--- src/rtl/icb_dma_master_pkg.sv ---
// Shared types and constants for the ICB DMA master: FSM state encoding, write mask, default buffer width.
// Pure definitions, no logic and no flow control.
package icb_dma_master_pkg;

   typedef enum logic [2:0] {
      ST_IDLE  = 3'd0,
      ST_FETCH = 3'd1,
      ST_LOAD  = 3'd2,
      ST_CMD   = 3'd3,
      ST_RSP   = 3'd4,
      ST_FIN   = 3'd5
   } state_e;

   localparam logic [3:0] ICB_WMASK_FULL = 4'hF;
   localparam int         BUF_AW_DEFAULT = 13;

endpackage

--- src/rtl/icb_dma_master.sv ---
// Single-outstanding ICB DMA master copying words between a local SRAM buffer and ICB; 4 cycles/word writing, 2 reading at zero wait.
// ICB command/response stalls simply hold the FSM in CMD/RSP with command fields frozen.
module icb_dma_master
   import icb_dma_master_pkg::*;
#(
   parameter int BUF_AW = BUF_AW_DEFAULT
) (
   input  logic              clk,
   input  logic              rst,
   input  logic              start,
   input  logic [31:0]       cfg_base,
   input  logic [BUF_AW:0]   cfg_len,
   input  logic              cfg_dir,
   output logic              busy,
   output logic              done,
   output logic              err,
   output logic              buf_rd_en,
   output logic [BUF_AW-1:0] buf_rd_addr,
   input  logic [31:0]       buf_rd_data,
   output logic              buf_wr_en,
   output logic [BUF_AW-1:0] buf_wr_addr,
   output logic [31:0]       buf_wr_data,
   output logic              icb_cmd_valid,
   input  logic              icb_cmd_ready,
   output logic              icb_cmd_read,
   output logic [31:0]       icb_cmd_addr,
   output logic [31:0]       icb_cmd_wdata,
   output logic [3:0]        icb_cmd_wmask,
   input  logic              icb_rsp_valid,
   output logic              icb_rsp_ready,
   input  logic [31:0]       icb_rsp_rdata,
   input  logic              icb_rsp_err
);

   localparam logic [BUF_AW:0] IDX_ONE = {{BUF_AW{1'b0}}, 1'b1};

   state_e            state_q, state_d;
   logic [31:0]       base_q, base_d;
   logic [BUF_AW:0]   len_q, len_d;
   logic [BUF_AW:0]   idx_q, idx_d;
   logic [BUF_AW:0]   idx_inc;
   logic              dir_q, dir_d;
   logic              err_q, err_d;
   logic [31:0]       wdata_q, wdata_d;
   logic [31:0]       cmd_addr_q, cmd_addr_d;
   logic              cmd_vld_q, cmd_vld_d;
   logic              rsp_rdy_q, rsp_rdy_d;
   logic              busy_q, busy_d;
   logic              done_q, done_d;
   logic              rd_en_q, rd_en_d;
   logic [BUF_AW-1:0] rd_addr_q, rd_addr_d;

   assign idx_inc = idx_q + IDX_ONE;

   always_comb begin
      state_d = state_q;
      base_d  = base_q;
      len_d   = len_q;
      idx_d   = idx_q;
      dir_d   = dir_q;
      err_d   = err_q;
      wdata_d = wdata_q;

      case (state_q)
         ST_IDLE: begin
            if (start) begin
               base_d = cfg_base & 32'hFFFF_FFFC;
               len_d  = cfg_len;
               dir_d  = cfg_dir;
               err_d  = 1'b0;
               idx_d  = '0;
               if (cfg_len == '0)
                  state_d = ST_FIN;
               else if (cfg_dir)
                  state_d = ST_CMD;
               else
                  state_d = ST_FETCH;
            end
         end
         ST_FETCH: state_d = ST_LOAD;
         ST_LOAD: begin
            wdata_d = buf_rd_data;
            state_d = ST_CMD;
         end
         ST_CMD: begin
            if (icb_cmd_ready)
               state_d = ST_RSP;
         end
         ST_RSP: begin
            if (icb_rsp_valid) begin
               if (icb_rsp_err) begin
                  err_d   = 1'b1;
                  state_d = ST_FIN;
               end else begin
                  idx_d = idx_inc;
                  if (idx_inc == len_q)
                     state_d = ST_FIN;
                  else if (dir_q)
                     state_d = ST_CMD;
                  else
                     state_d = ST_FETCH;
               end
            end
         end
         ST_FIN:  state_d = ST_IDLE;
         default: state_d = ST_IDLE;
      endcase

      // Outputs are decoded from the next state so they line up with the registered state.
      busy_d     = (state_d == ST_FETCH) || (state_d == ST_LOAD) ||
                   (state_d == ST_CMD)   || (state_d == ST_RSP);
      done_d     = (state_d == ST_FIN);
      rd_en_d    = (state_d == ST_FETCH);
      rd_addr_d  = (state_d == ST_FETCH) ? idx_d[BUF_AW-1:0] : rd_addr_q;
      cmd_vld_d  = (state_d == ST_CMD);
      cmd_addr_d = (state_d == ST_CMD) ? base_d + 32'({idx_d, 2'b00}) : cmd_addr_q;
      rsp_rdy_d  = (state_d == ST_RSP);
   end

   always_ff @(posedge clk) begin
      if (rst) begin
         state_q    <= ST_IDLE;
         base_q     <= '0;
         len_q      <= '0;
         idx_q      <= '0;
         dir_q      <= 1'b0;
         err_q      <= 1'b0;
         wdata_q    <= '0;
         cmd_addr_q <= '0;
         cmd_vld_q  <= 1'b0;
         rsp_rdy_q  <= 1'b0;
         busy_q     <= 1'b0;
         done_q     <= 1'b0;
         rd_en_q    <= 1'b0;
         rd_addr_q  <= '0;
      end else begin
         state_q    <= state_d;
         base_q     <= base_d;
         len_q      <= len_d;
         idx_q      <= idx_d;
         dir_q      <= dir_d;
         err_q      <= err_d;
         wdata_q    <= wdata_d;
         cmd_addr_q <= cmd_addr_d;
         cmd_vld_q  <= cmd_vld_d;
         rsp_rdy_q  <= rsp_rdy_d;
         busy_q     <= busy_d;
         done_q     <= done_d;
         rd_en_q    <= rd_en_d;
         rd_addr_q  <= rd_addr_d;
      end
   end

   // Read data lands in the buffer in the very cycle the response is accepted.
   assign buf_wr_en   = !rst && (state_q == ST_RSP) && icb_rsp_valid && !icb_rsp_err && dir_q;
   assign buf_wr_addr = buf_wr_en ? idx_q[BUF_AW-1:0] : '0;
   assign buf_wr_data = buf_wr_en ? icb_rsp_rdata : '0;

   assign busy          = busy_q;
   assign done          = done_q;
   assign err           = err_q;
   assign buf_rd_en     = rd_en_q;
   assign buf_rd_addr   = rd_addr_q;
   assign icb_cmd_valid = cmd_vld_q;
   assign icb_cmd_read  = dir_q;
   assign icb_cmd_addr  = cmd_addr_q;
   assign icb_cmd_wdata = wdata_q;
   assign icb_cmd_wmask = ICB_WMASK_FULL;
   assign icb_rsp_ready = rsp_rdy_q;

endmodule

--- config.mk ---
export PLATFORM = sky130hd
export DESIGN_NAME = icb_dma_master
export DESIGN_NICKNAME = d
export VERILOG_FILES = /design/src/rtl/icb_dma_master_pkg.sv /design/src/rtl/icb_dma_master.sv
export SDC_FILE = /design/constraint.sdc
export NUM_CORES = 1
export LEC_CHECK = 0
export BUFFER_PORTS_ARGS = -buffer_cell sky130_fd_sc_hd__buf_2
export CORE_ASPECT_RATIO = 0.6
export CORE_MARGIN = 2
export CORE_UTILIZATION = 35
export CTS_BUF_LIST = sky130_fd_sc_hd__clkbuf_4
export CTS_CLUSTER_SIZE = 16
export DETAILED_ROUTE_END_ITERATION = 12
export PLACE_DENSITY = 0.56
export SYNTH_ARGS = -nofsm -noshare
export SYNTH_HDL_FRONTEND = slang
export SYNTH_SLANG_ARGS = --single-unit
export TNS_END_PERCENT = 100
--- constraint.sdc ---
create_clock -name clk -period 5.55 [get_ports clk]
set_clock_uncertainty 0.2 [all_clocks]
set_input_delay 0.555 -clock clk [delete_from_list [all_inputs] [get_ports clk]]
set_output_delay 0.555 -clock clk [all_outputs]
set_load 0.05 [all_outputs]
==> flow_summary.yaml <==
outcome:
  status: "finished, final reports clean"
global_route:
  groute.usage.overall_pct: 20.49
  grt_max_degree: 90
  grt_antenna_before_repair: 1
  grt_pass1_wl_um: 35780
  grt_pass1_vias: 6595
  grt.overflow.total: 0
floorplan:
  ios: 251
  start_util_pct: 35.64
  dieArea_um2: 22590
  die_h_um: 117.2
  coreArea_um2: 20980
  die_w_um: 192.7
  rows: 41
pwr:
  p_seq_share_pct: 46.6
  internal-power_mw: 1.595
  p_leak_nw: 4.533
  switching_share_pct: 35.64
  peakVddDrop_uv: 115.4
  clockPowerShare_pct: 28.4
  power_density_nw_per_um2: 253.7
  p_switching_mw: 0.8835
  p_comb_share_pct: 25.1
  p_total_mw: 2.479
synth:
  syn_inst: 929
  ys.flop_type: "dfxtp_1"
  synthDistinctLibCells: 69
  syn_area_um2: 7477
  ys_seq_elements: 147
  synth_edf_count: 0
  ys_warn_count: 0
  post_synth.cell_area_avg_um2: 8.049
  synthArstFlopShare_pct: 0
  yosysSeqAreaShare_pct: 39.36
cells_and_area:
  stdcell_area_um2: 9769
  diodes: 0
  drive_gt1_share_pct: 25.84
  mostFrequentLayoutCells: "buf_2, nand2_1, dfxtp_1"
  final_common_cell: "buf_2"
  nets: 1339
  fin_util_pct: 46.56
  syn_to_final_growth_pct: 30.66
  instances_no_fill: 1498
routing:
  dr.pass1.iters: 5
  routed_wl_um: 23650
  drt-wirelength-per-cell_um: 15.79
  routed_via_density: 4.934
  via_count: 7391
  drc_errors: 0
  detail-route-antenna-nets: 0
  drtIter0Drc: 505
min_path:
  min-delay-start: "cfg_len[2]"
  hold_path_class: "in -> reg"
flow_run:
  drv_cap: 0
worst_setup_path:
  endpoint_kind: "flip-flop"
  r2r_start: "idx_q[0]"
  crit_start: "idx_q[0]"
  crit_arrival_ps: 4910
  cp-start-kind: "flip-flop"
  crit_slowest_cell: "dfxtp_1"
  path_cells: "ha_1 > nand3_1 > nor2_1 > nand4_1 > nor3_1 > a21oi_1 > o21ai_0 > ha_1 > a21oi_1 > o21ai_0 > o21ai_0 > a21oi_1 > o21ai_1 > nor3_1 > xor2_1 > o31ai_1"
  crit_fanout: 9
  critPathKind: "reg -> reg"
  crit_required_ps: 5800
  crit_path_max_incr_delay_ps: 550
timing:
  fmax_mhz: 214.7
  hold_violations: 0
  tightest_slew_ps: 1094
  setup_slack_ps: 891.6
  whs_ps: 49.60
  fin_crit_sh_pct: 83.94
  period_needed_ps: 4658
  rsz0062_at_grt: "false"
  slew_violations: 0
  relSlewSlack_pct: 26.83
  fin_setup_tns_ps: 0
  setup_viol: 0
clock_network:
  clk_path_buf_depth: 2
  cts_resized: 0
  cts_made_buffers: 17
  cts_setup_buffers: 0
  cts_root_buf: "clkbuf_4"
  clock_sinks: 147
  cts_hold_buf: 57
  cts_max_level: 4
  clock_latency_ps: 590
  cts_tree: "done"
  clkTransAtPathRegs_ps: 140
place:
  dp_worst_setup_slack_ps: 899.5
  port_buffers: 244
  dpl.cell_count: 1409
  dpl.hpwl_um: 17100
  place_congestion: 0.8835
  dpl_cell_area_um2: 8914
[power by group through the flow]
| stage | sequential, mW | combinational [mW] | clock, mW |
|---|---|---|---|
| after floorplan | 1.30 | 0.307 | 0 |
| after global placement | 1.18 | 0.585 | 0 |
| after detailed placement | 1.18 | 0.590 | 0 |
| after CTS | 1.15 | 0.623 | 0.728 |
| after global routing | 1.16 | 0.677 | 0.777 |
| final | 1.15 | 0.621 | 0.703 |
[final timing paths]
kind	slack, ps	end	cells past startpoint
hold / removal	50	len_q[2]	3
setup reg to reg	890	icb_cmd_addr[31]	16
hold reg to reg	260	icb_cmd_wdata[5]	2
setup / recovery	890	icb_cmd_addr[31]	16
[sequential cells by signal, indices dropped and copies added, names as in the netlist]
name and flops:
base_q 32, buf_rd_addr 13, buf_rd_en 1, busy 1, done 1, err 1, icb_cmd_addr 32, icb_cmd_read 1
icb_cmd_valid 1, icb_cmd_wdata 32, icb_rsp_ready 1, idx_q 14, len_q 14, state_q 3
[cell type report]
cell class	instances	area, µm²
Clock buffer	17	127.6
Clock inverter	15	157.7
Fill cell	2142	11210
Inverter	14	52.55
Multi-Input combinational cell	707	4210
Sequential cell	147	2943
Tap cell	279	349.1
Timing Repair Buffer	319	1929
[routing by layer]
metal	track usage, %	vias to the layer above	part of all wire, %
met5	0	-	0
met2	28.86	222	40
li1	-	3754	-
met3	5.784	14	7.4
met4	3.919	0	0.69
met1	30.82	3401	52
[worst max-delay path, delay by kind of cell (launching register included)]
family,cells,cell delay [ps]
xor gates and xnor gates,1,170
and+or+nand+nor,5,1030
AOI/OAI and AO/OA,8,1820
adders and majority gates,2,730
DFF,1,550
[cell usage after synthesis (10+ instances only)]
cell type | instances | area [µm²]
ha_1 | 15 | 187.7
nand2_1 | 178 | 668.1
dfxtp_1 | 147 | 2943
mux2i_1 | 39 | 390.4
nand3_1 | 35 | 175.2
buf_2 | 10 | 50.05
xor2_1 | 20 | 175.2
a21oi_1 | 84 | 420.4
inv_1 | 13 | 48.80
o21ai_0 | 33 | 165.2
clkbuf_1 | 44 | 165.2
nor2_1 | 69 | 259.0
nor3_1 | 18 | 90.09
and2_1 | 55 | 344.1
xnor2_1 | 23 | 201.4
[cells by family (layout without fill, tap and decap cells)]
group / count (synthesis) / after routing / share of synthesized area [%]
other: 1 / 4 / 0.05015
xor gates and xnor gates: 43 / 43 / 5.037
DFF: 147 / 147 / 39.36
adders and majority gates: 16 / 16 / 2.778
and+or+nand+nor: 417 / 417 / 26.94
muxes: 41 / 41 / 5.522
AOI/OAI and AO/OA: 186 / 186 / 15.73
buffers and inverters: 78 / 365 / 4.585
No activity file was read; power rests on OpenSTA's default activity.
